File: src/rtl/packet_picker_pkg.sv
// packet_picker_pkg: shared packet-type codes, FSM state type and the IEC 60958
// block-length constant used by the HDMI data-island packet picker.
package packet_picker_pkg;

  localparam logic [7:0] PKT_NULL  = 8'h00;
  localparam logic [7:0] PKT_ACR   = 8'h01;
  localparam logic [7:0] PKT_AUDIO = 8'h02;
  localparam logic [7:0] PKT_AVI   = 8'h82;
  localparam logic [7:0] PKT_AIF   = 8'h84;

  // Frames per IEC 60958 block; frame 0 carries the B (block-start) flag.
  localparam int IEC_FRAMES = 192;

  typedef enum logic [1:0] {
    SEND_ACR,
    SEND_AVI,
    SEND_AIF,
    STREAM
  } picker_state_t;

  // Frame counter successor, wrapping at the end of an IEC block.
  function automatic logic [7:0] next_frame(input logic [7:0] c);
    return (c == 8'(IEC_FRAMES - 1)) ? 8'd0 : c + 8'd1;
  endfunction

endpackage

File: src/rtl/packet_picker_if.sv
// packet_picker_if: bundle between the audio source / hdmi core (master) and
// the packet picker (slave).
//   master drives: video_field_end, packet_enable, audio_sample_valid, audio_sample_word
//   slave drives : packet_type, audio_sample_word_packet, audio_sample_word_present,
//                  audio_frame_start, overflow
// Handshake: packet_enable and audio_sample_valid are single-cycle strobes with no
// back-pressure; the picker accepts every strobe. Outputs change only on the
// cycle after a packet_enable and hold until the next one.
interface packet_picker_if #(
  parameter int AW = 16
);
  logic            video_field_end;
  logic            packet_enable;
  logic            audio_sample_valid;
  logic [2*AW-1:0] audio_sample_word;
  logic [7:0]      packet_type;
  logic [8*AW-1:0] audio_sample_word_packet;
  logic [3:0]      audio_sample_word_present;
  logic [3:0]      audio_frame_start;
  logic            overflow;

  modport master (
    output video_field_end, packet_enable, audio_sample_valid, audio_sample_word,
    input  packet_type, audio_sample_word_packet, audio_sample_word_present,
           audio_frame_start, overflow
  );

  modport slave (
    input  video_field_end, packet_enable, audio_sample_valid, audio_sample_word,
    output packet_type, audio_sample_word_packet, audio_sample_word_present,
           audio_frame_start, overflow
  );
endinterface

File: src/rtl/audio_sample_fifo.sv
// audio_sample_fifo: single-clock FIFO of audio sample pairs with 0..4 pops per
// cycle. The four oldest entries are always visible on rd_data_o (entry 0 in
// the LSBs) so the caller can pack them combinationally before popping.
// Ports:
//   clk_i, rst_i     clock, synchronous active-high reset
//   wr_valid_i/data  write strobe and sample pair; dropped when full
//   pop_n_i          entries to pop this cycle (caller keeps it <= count_o)
//   count_o          occupancy before this cycle's write/pop
//   rd_data_o        four oldest entries (slots beyond count_o are stale)
//   overflow_o       sticky: a write was dropped on a full FIFO
module audio_sample_fifo #(
  parameter int DW    = 32,
  parameter int DEPTH = 8
) (
  input  logic                         clk_i,
  input  logic                         rst_i,
  input  logic                         wr_valid_i,
  input  logic [DW-1:0]                wr_data_i,
  input  logic [2:0]                   pop_n_i,
  output logic [$clog2(DEPTH):0]       count_o,
  output logic [4*DW-1:0]              rd_data_o,
  output logic                         overflow_o
);
  localparam int PW = $clog2(DEPTH);
  localparam int CW = PW + 1;

  logic [DW-1:0] mem_q [DEPTH];
  logic [PW-1:0] wr_ptr_q, rd_ptr_q;
  logic [CW-1:0] count_q;
  logic          overflow_q;
  logic          wr_en;

  // Fullness is judged on the pre-cycle count, so a pop in the same cycle
  // does not make room for the incoming sample.
  assign wr_en = wr_valid_i && (count_q < CW'(DEPTH));

  always_ff @(posedge clk_i) begin
    if (wr_en) mem_q[wr_ptr_q] <= wr_data_i;
  end

  always_ff @(posedge clk_i) begin
    if (rst_i) begin
      wr_ptr_q   <= '0;
      rd_ptr_q   <= '0;
      count_q    <= '0;
      overflow_q <= 1'b0;
    end else begin
      if (wr_en) wr_ptr_q <= wr_ptr_q + PW'(1);
      rd_ptr_q <= rd_ptr_q + PW'(pop_n_i);
      count_q  <= count_q + CW'(wr_en) - CW'(pop_n_i);
      if (wr_valid_i && !wr_en) overflow_q <= 1'b1;
    end
  end

  always_comb begin
    for (int i = 0; i < 4; i++) begin
      rd_data_o[i*DW +: DW] = mem_q[rd_ptr_q + PW'(i)];
    end
  end

  assign count_o    = count_q;
  assign overflow_o = overflow_q;

endmodule

File: src/rtl/packet_picker.sv
// packet_picker: picks the HDMI data-island packet for each packet_enable:
// ACR, optional AVI InfoFrame, Audio InfoFrame once per video field, then audio
// sample packets (up to 4 queued pairs each) or null packets.
// Build option: define PACKET_PICKER_AVI_INFOFRAME_EN to include the AVI
// InfoFrame (sequence 01, 82, 84, stream); otherwise the sequence is 01, 84, stream.
// Ports:
//   clk_pixel    pixel clock
//   reset        synchronous, active-high
//   bus          packet_picker_if.slave (requests, samples, packet outputs, overflow)
//   dbg_state_o  current FSM state
module packet_picker
  import packet_picker_pkg::*;
#(
  parameter int AUDIO_BIT_WIDTH = 16,
  parameter int FIFO_DEPTH      = 8
) (
  input  logic          clk_pixel,
  input  logic          reset,
  packet_picker_if.slave bus,
  output picker_state_t dbg_state_o
);
  localparam int AW = AUDIO_BIT_WIDTH;
  localparam int CW = $clog2(FIFO_DEPTH) + 1;

  picker_state_t   state_q, state_d, eff_state;
  logic [7:0]      fc_q, fc_d, fc_run;
  logic [7:0]      type_q, type_d;
  logic [8*AW-1:0] payload_q, payload_d;
  logic [3:0]      present_q, present_d;
  logic [3:0]      fs_q, fs_d;
  logic [2:0]      pop_n;
  logic [CW-1:0]   fifo_count;
  logic [8*AW-1:0] fifo_rd_data;
  logic            fifo_overflow;

  audio_sample_fifo #(
    .DW   (2*AW),
    .DEPTH(FIFO_DEPTH)
  ) u_fifo (
    .clk_i     (clk_pixel),
    .rst_i     (reset),
    .wr_valid_i(bus.audio_sample_valid),
    .wr_data_i (bus.audio_sample_word),
    .pop_n_i   (pop_n),
    .count_o   (fifo_count),
    .rd_data_o (fifo_rd_data),
    .overflow_o(fifo_overflow)
  );

  always_ff @(posedge clk_pixel) begin
    if (reset) begin
      state_q   <= SEND_ACR;
      fc_q      <= '0;
      type_q    <= PKT_NULL;
      payload_q <= '0;
      present_q <= '0;
      fs_q      <= '0;
    end else begin
      state_q   <= state_d;
      fc_q      <= fc_d;
      type_q    <= type_d;
      payload_q <= payload_d;
      present_q <= present_d;
      fs_q      <= fs_d;
    end
  end

  always_comb begin
    state_d   = state_q;
    fc_d      = fc_q;
    fc_run    = fc_q;
    type_d    = type_q;
    payload_d = payload_q;
    present_d = present_q;
    fs_d      = fs_q;
    pop_n     = '0;
    // A field end arriving with a request restarts the sequence before the
    // request is served, so that request yields ACR.
    eff_state = bus.video_field_end ? SEND_ACR : state_q;

    if (bus.packet_enable) begin
      type_d    = PKT_NULL;
      payload_d = '0;
      present_d = '0;
      fs_d      = '0;
      case (eff_state)
        SEND_ACR: begin
          type_d = PKT_ACR;
`ifdef PACKET_PICKER_AVI_INFOFRAME_EN
          state_d = SEND_AVI;
`else
          state_d = SEND_AIF;
`endif
        end
`ifdef PACKET_PICKER_AVI_INFOFRAME_EN
        SEND_AVI: begin
          type_d  = PKT_AVI;
          state_d = SEND_AIF;
        end
`endif
        SEND_AIF: begin
          type_d  = PKT_AIF;
          state_d = STREAM;
        end
        STREAM: begin
          if (fifo_count != '0) begin
            type_d = PKT_AUDIO;
            pop_n  = (fifo_count >= CW'(4)) ? 3'd4 : 3'(fifo_count);
            // Each packed pair takes the next frame number; the block may
            // wrap between sub-packets of one packet.
            for (int i = 0; i < 4; i++) begin
              if (3'(i) < pop_n) begin
                payload_d[i*2*AW +: 2*AW] = fifo_rd_data[i*2*AW +: 2*AW];
                present_d[i]              = 1'b1;
                fs_d[i]                   = (fc_run == 8'd0);
                fc_run                    = next_frame(fc_run);
              end
            end
            fc_d = fc_run;
          end
        end
        default: state_d = SEND_ACR;
      endcase
    end else if (bus.video_field_end) begin
      state_d = SEND_ACR;
    end
  end

  assign bus.packet_type               = type_q;
  assign bus.audio_sample_word_packet  = payload_q;
  assign bus.audio_sample_word_present = present_q;
  assign bus.audio_frame_start         = fs_q;
  assign bus.overflow                  = fifo_overflow;
  assign dbg_state_o                   = state_q;

endmodule
File: src/flat_wrapper.sv
// flat-port wrapper written by rule: the top's interface ports become plain ports
module packet_picker_flat import packet_picker_pkg::*;
#(
  parameter int AUDIO_BIT_WIDTH = 16,
  parameter int FIFO_DEPTH      = 8
)
  (clk_pixel, reset, dbg_state_o, bus_video_field_end, bus_packet_enable, bus_audio_sample_valid, bus_audio_sample_word, bus_packet_type, bus_audio_sample_word_packet, bus_audio_sample_word_present, bus_audio_frame_start, bus_overflow);
  packet_picker_if bus_i ();
  input  logic clk_pixel;
  input  logic reset;
  output picker_state_t dbg_state_o;
  input wire logic [$bits(bus_i.video_field_end)-1:0] bus_video_field_end;
  input wire logic [$bits(bus_i.packet_enable)-1:0] bus_packet_enable;
  input wire logic [$bits(bus_i.audio_sample_valid)-1:0] bus_audio_sample_valid;
  input wire logic [$bits(bus_i.audio_sample_word)-1:0] bus_audio_sample_word;
  output wire logic [$bits(bus_i.packet_type)-1:0] bus_packet_type;
  output wire logic [$bits(bus_i.audio_sample_word_packet)-1:0] bus_audio_sample_word_packet;
  output wire logic [$bits(bus_i.audio_sample_word_present)-1:0] bus_audio_sample_word_present;
  output wire logic [$bits(bus_i.audio_frame_start)-1:0] bus_audio_frame_start;
  output wire logic [$bits(bus_i.overflow)-1:0] bus_overflow;
  assign bus_i.video_field_end = bus_video_field_end;
  assign bus_i.packet_enable = bus_packet_enable;
  assign bus_i.audio_sample_valid = bus_audio_sample_valid;
  assign bus_i.audio_sample_word = bus_audio_sample_word;
  assign bus_packet_type = bus_i.packet_type;
  assign bus_audio_sample_word_packet = bus_i.audio_sample_word_packet;
  assign bus_audio_sample_word_present = bus_i.audio_sample_word_present;
  assign bus_audio_frame_start = bus_i.audio_frame_start;
  assign bus_overflow = bus_i.overflow;
  packet_picker #(.AUDIO_BIT_WIDTH(AUDIO_BIT_WIDTH), .FIFO_DEPTH(FIFO_DEPTH)) u_core (.clk_pixel(clk_pixel), .reset(reset), .bus(bus_i), .dbg_state_o(dbg_state_o));
endmodule
File: config.mk
export PLATFORM = sky130hd
export DESIGN_NAME = packet_picker_flat
export DESIGN_NICKNAME = d
export VERILOG_FILES = /design/src/rtl/packet_picker_pkg.sv /design/src/rtl/packet_picker_if.sv /design/src/rtl/audio_sample_fifo.sv /design/src/rtl/packet_picker.sv /design/src/flat_wrapper.sv
export SDC_FILE = /design/constraint.sdc
export NUM_CORES = 1
export LEC_CHECK = 0
export ABC_AREA = 1
export BUFFER_PORTS_ARGS = -buffer_cell sky130_fd_sc_hd__buf_2
export CORE_MARGIN = 5
export CORE_UTILIZATION = 35
export DETAILED_ROUTE_END_ITERATION = 6
export SYNTH_ARGS = -nofsm -noshare
export SYNTH_HDL_FRONTEND = slang
export SYNTH_HIERARCHICAL = 1
export SYNTH_SLANG_ARGS = --single-unit
File: constraint.sdc
create_clock -name clk_pixel -period 5.97 [get_ports clk_pixel]
set_input_delay 0.8955 -clock clk_pixel [delete_from_list [all_inputs] [get_ports clk_pixel]]
set_output_delay 0.8955 -clock clk_pixel [all_outputs]
set_load 0.02 [all_outputs]
==> results by stage <==
Drt:
- The number of design-rule violations left by the first detailed-router iteration is 1,581.
- After detailed routing, the number of remaining DRC violations is 0.
- After detailed routing, the number of vias per cell comes to 4.948.
- Before antenna repair, the detailed router went through 6 iterations.
- The total wirelength of the detailed-routed design is 69,180 um.
- In this run the remaining antenna-violating nets after routing total 0.
- The count of vias placed by the detailed router is 20.01k.
- The wire length per cell is 17.11 um.

Synth:
- edfxtp_1 takes more of the synthesized area than any other cell.
- The sequential element share of the synthesized area is 48.76%.
- The number of distinct standard cells referenced by the synthesized netlist is 40.
- The top cell type's share of synthesized area is 34.42%.
- Counting flops with a built-in enable in the synthesized netlist gives 256.
- After synthesis the cells add up to 0.02234 sq mm.
- For this run, the number of Yosys warnings is 6.
- The number of synthesized register bits is 416.
- The leading register cell type out of synthesis is edfxtp_1.
- Synthesis produced 3,070 cells.
- The async set-or-reset flop fraction in the synthesized netlist is 0%.
- Sorting the synthesized cells by area gives the leading types as edfxtp_1 34%, nand2_1 23%, dfxtp_1 14%.
- The synthesized area per cell is 7.276 sq um.

Power:
- VDD sags by at most 0.0001915 V.
- The total leakage power is 11.30 nW.
- The power share of the combinational group is 14.4%.
- The internal portion of the total power is 5.197 mW.
- The register share of total power is 44.5%.
- The power density over cell area is 282.0 mW/mm^2.
- The relative contribution of the clock network to total power is 41.0%.
- The share of total power consumed by net switching is 27.72%.
- Overall power consumption after layout is estimated at 7.190 mW.
- For this design the total switching power over the nets is 1.993 mW.

Worst setup path:
- The worst setup path is launched from a flop.
- Counting cells, the worst reg-to-reg path comes to 31.
- Of all nets on the critical path, the largest fanout is 14.
- The worst stage delay on the critical path is 0.51 ns.
- The critical path class is flop to flop.
- The cell type with the highest occurrence count on the critical path is nand2_1.
- The category of the worst setup path capture point is a flop.
- The required time at the worst-slack endpoint is 6.41 ns.
- The worst-path cell with the longest stage delay is nor2_2.
- The worst endpoint data arrival time is 4.73 ns.

Finish:
- The final core utilization is 40.34%.
- The layout has 6,494 filler cells.
- Of the cells placed in the final design, the portion with a size suffix greater than 1 is 11.24%.
- From synthesis to final layout, the design area changed by 14.14%.
- For this run, the post-layout net count is 3,212.

Floorplanning:
- The total core area is 0.06320 sq mm.
- The I/O pin count is 184.
- The floorplan has 92 rows.
- The full die area is 0.06897 sq mm.
- In this run the horizontal extent of the chip is 262.6 um.
- For this configuration, the core starts out at a cell density of 35.34%.
- From bottom edge to top edge, the die measures 262.6 um.

Run status:
- The run finished with clean final reports.

CTS:
- Clock tree synthesis inserted a total of 47 buffers.
- After clock tree synthesis, the repair step resized 0 gates.
- The longest clock path from root to sink contains 3 buffers.
- The insertion delay to the later sink of the worst-skew pair is 0.59 ns.
- The clock net in this run drives a total of 416 sinks.
- After clock tree synthesis, the clock-pin slew on the worst setup and hold paths is 0.06 ns.
- The H-tree level count is 2.
- After clock tree synthesis, the setup repair step added 0 buffers.
- The clock tree from TritonCTS is built.
- The cell chosen for the clock root is clkbuf_16.
- The number of hold-repair buffers added at the cts stage is 0.

GRT:
- Entering global routing, the biggest net connects 108 pins.
- The global-route total usage across every layer is 19.13%.
- For this run, global-route usage on met3 was measured as 4.026%.
- In this run the most used layer during global routing was met2.
- For this run, global-route usage on met2 was measured as 30.96%.
- The global routing usage on met1 is 26.23%.
- The number of antenna violations at the first check in global routing was 10.
- The total overflow left after global routing is 0.
- The first-pass GRT wire length is 105,600 um.
- The number of global-route vias before repair is 18.01k.

STA:
- Adding up every negative setup slack in the final design gives 0 ns.
- The relative max-transition margin is 17.16%.
- Setup violations remaining at the end of the flow were counted as 0.
- Dividing the final minimum period by the clock period gives 71.83%.
- The clock arrives with 0.01622 ns of skew.
- Derived from the worst setup path, the maximum achievable clock frequency is 233.2 MHz.
- At the pin with the least slew margin, the transition time is 1.240 ns.
- The post-route minimum period is 4.288 ns.
- The number of max-slew violations in the final report is 0.
- Setup repair after global routing left no endpoint under its margin.
- The final hold violation count came to 0.

Placement:
- The number of input and output port buffers inserted is 179.
- At the end of routability-driven placement, the weighted congestion stood at 0.8452.
- After legalization and detailed placement, the total HPWL measured 43,570 um.

Hold path:
- Counting instances, the worst hold path has a depth of 2.
- In this run the worst hold path is classified as flop to flop.

Run:
- Across the run, the number of max-cap violations was 0.
## power by group through the flow
| stage | clock network, mW | logic (mW) | registers [mW] |
|---|---|---|---|
| floorplan | 0 | 0.731 | 3.26 |
| global placement | 0 | 1.03 | 3.26 |
| detailed placement | 0 | 1.03 | 3.26 |
| CTS | 3.02 | 1.03 | 3.20 |
| global route | 3.14 | 1.18 | 3.21 |
| finish | 2.95 | 1.04 | 3.20 |
## path summary, 6_finish.rpt
check / start / to / slack (ns)
setup / recovery: u_core/u_fifo/count_o[3] / u_core/fc_q[5] / 1.68
hold / removal: u_core/bus.audio_sample_word_packet[53] / u_core/bus.audio_sample_word_packet[53] / 0.46
setup reg to reg: u_core/u_fifo/count_o[3] / u_core/fc_q[5] / 1.68
hold reg to reg: u_core/bus.audio_sample_word_packet[53] / u_core/bus.audio_sample_word_packet[53] / 0.46
## critical path, delay by kind of cell, from the launching register on
family / cells / cell delay (ns)
AO/OA/AOI/OAI: 1 / 0.05
adder cells (fa/ha/maj): 3 / 0.47
buffers and inverters: 5 / 0.44
flip-flops: 1 / 0.35
AND/OR/NAND/NOR: 22 / 2.82
## cell type report
class | count | area (sq um) | share of cell area (%)
Tap cell | 846 | 1059 | 4.152
Antenna cell | 3 | 7.507 | 0.02945
Clock inverter | 20 | 220.2 | 0.8638
Timing Repair Buffer | 210 | 1131 | 4.437
Sequential cell | 416 | 10890 | 42.73
Multi-Input combinational cell | 2213 | 9801 | 38.44
Clock buffer | 68 | 1368 | 5.364
Inverter | 267 | 1015 | 3.980
## state kept, by name, summed over array words and instances, names as in the netlist
| signal | count |
|---|---|
| u_core/bus.audio_frame_start | 4 |
| u_core/dbg_state_o | 2 |
| u_core/u_fifo/overflow_o | 1 |
| u_core/bus.audio_sample_word_present | 4 |
| u_core/u_fifo/mem_q | 256 |
| u_core/bus.audio_sample_word_packet | 128 |
| u_core/bus.packet_type | 3 |
| u_core/u_fifo/rd_ptr_q | 3 |
| u_core/fc_q | 8 |
| u_core/u_fifo/count_o | 4 |
| u_core/u_fifo/wr_ptr_q | 3 |
## cells in the final DEF (no fill, tap or decap), types with 3 or more instances in the layout
cell type / synthesis / layout
nand2_1: 1395 / 1395
nand3_1: 506 / 506
edfxtp_1: 256 / 256
inv_1: 251 / 250
buf_2: 88 / 178
dfxtp_1: 160 / 159
a21oi_1: 157 / 157
clkbuf_16: 0 / 48
nor2_1: 51 / 39
buf_4: 6 / 32
nor2_4: 8 / 21
ha_1: 18 / 17
nand2_2: 12 / 12
clkinv_2: 0 / 10
clkbuf_1: 68 / 10
inv_2: 11 / 10
o21ai_0: 10 / 10
clkbuf_8: 0 / 9
nor3_1: 7 / 7
nand4_1: 7 / 7
nand3_2: 6 / 6
clkinv_1: 4 / 5
nor2_2: 6 / 5
bufinv_16: 0 / 4
conb_1: 1 / 4
diode_2: 0 / 3
inv_4: 1 / 3
xor2_1: 4 / 3
## cell usage after synthesis (all sizes together) (8+ instances only)
| master | number |
|---|---|
| a21oi | 157 |
| buf | 109 |
| clkbuf | 68 |
| dfxtp | 160 |
| edfxtp | 256 |
| ha | 18 |
| inv | 263 |
| nand2 | 1409 |
| nand3 | 513 |
| nor2 | 66 |
| nor3 | 8 |
| o21ai | 14 |
## logic make-up after synthesis
kind of cell	Yosys count	synth area share, %
XOR/XNOR	8	0.3473
AND/OR/NAND/NOR	2007	37.60
adder cells (fa/ha/maj)	20	1.188
buffers and inverters	444	8.100
flip-flops	416	48.76
AO/OA/AOI/OAI	174	3.988
other	1	0.01679
## per-stage QoR
stage                     hold slack [ns]  std cells  setup WS, ns  instance area [sq um]
final                              0.4595       4043         1.682                  25490
after floorplan                    0.4627       3073         2.507                  22350
after CTS                          0.4540       4040         1.698                  25490
after global routing               0.4740       4042         1.167                  25490
after detailed placement           0.4527       3952         1.723                  23900
after global placement             0.4489       3952         1.732                  23900
## metal layers
metal	wire length [um]	vias up	share of wire (%)
met5	94	-	0.14
met4	1524	14	2.2
met3	5531	121	8.0
met2	31440	682	45
met1	30580	9163	44
li1	-	10030	-
(Power assumes the default switching activity.)
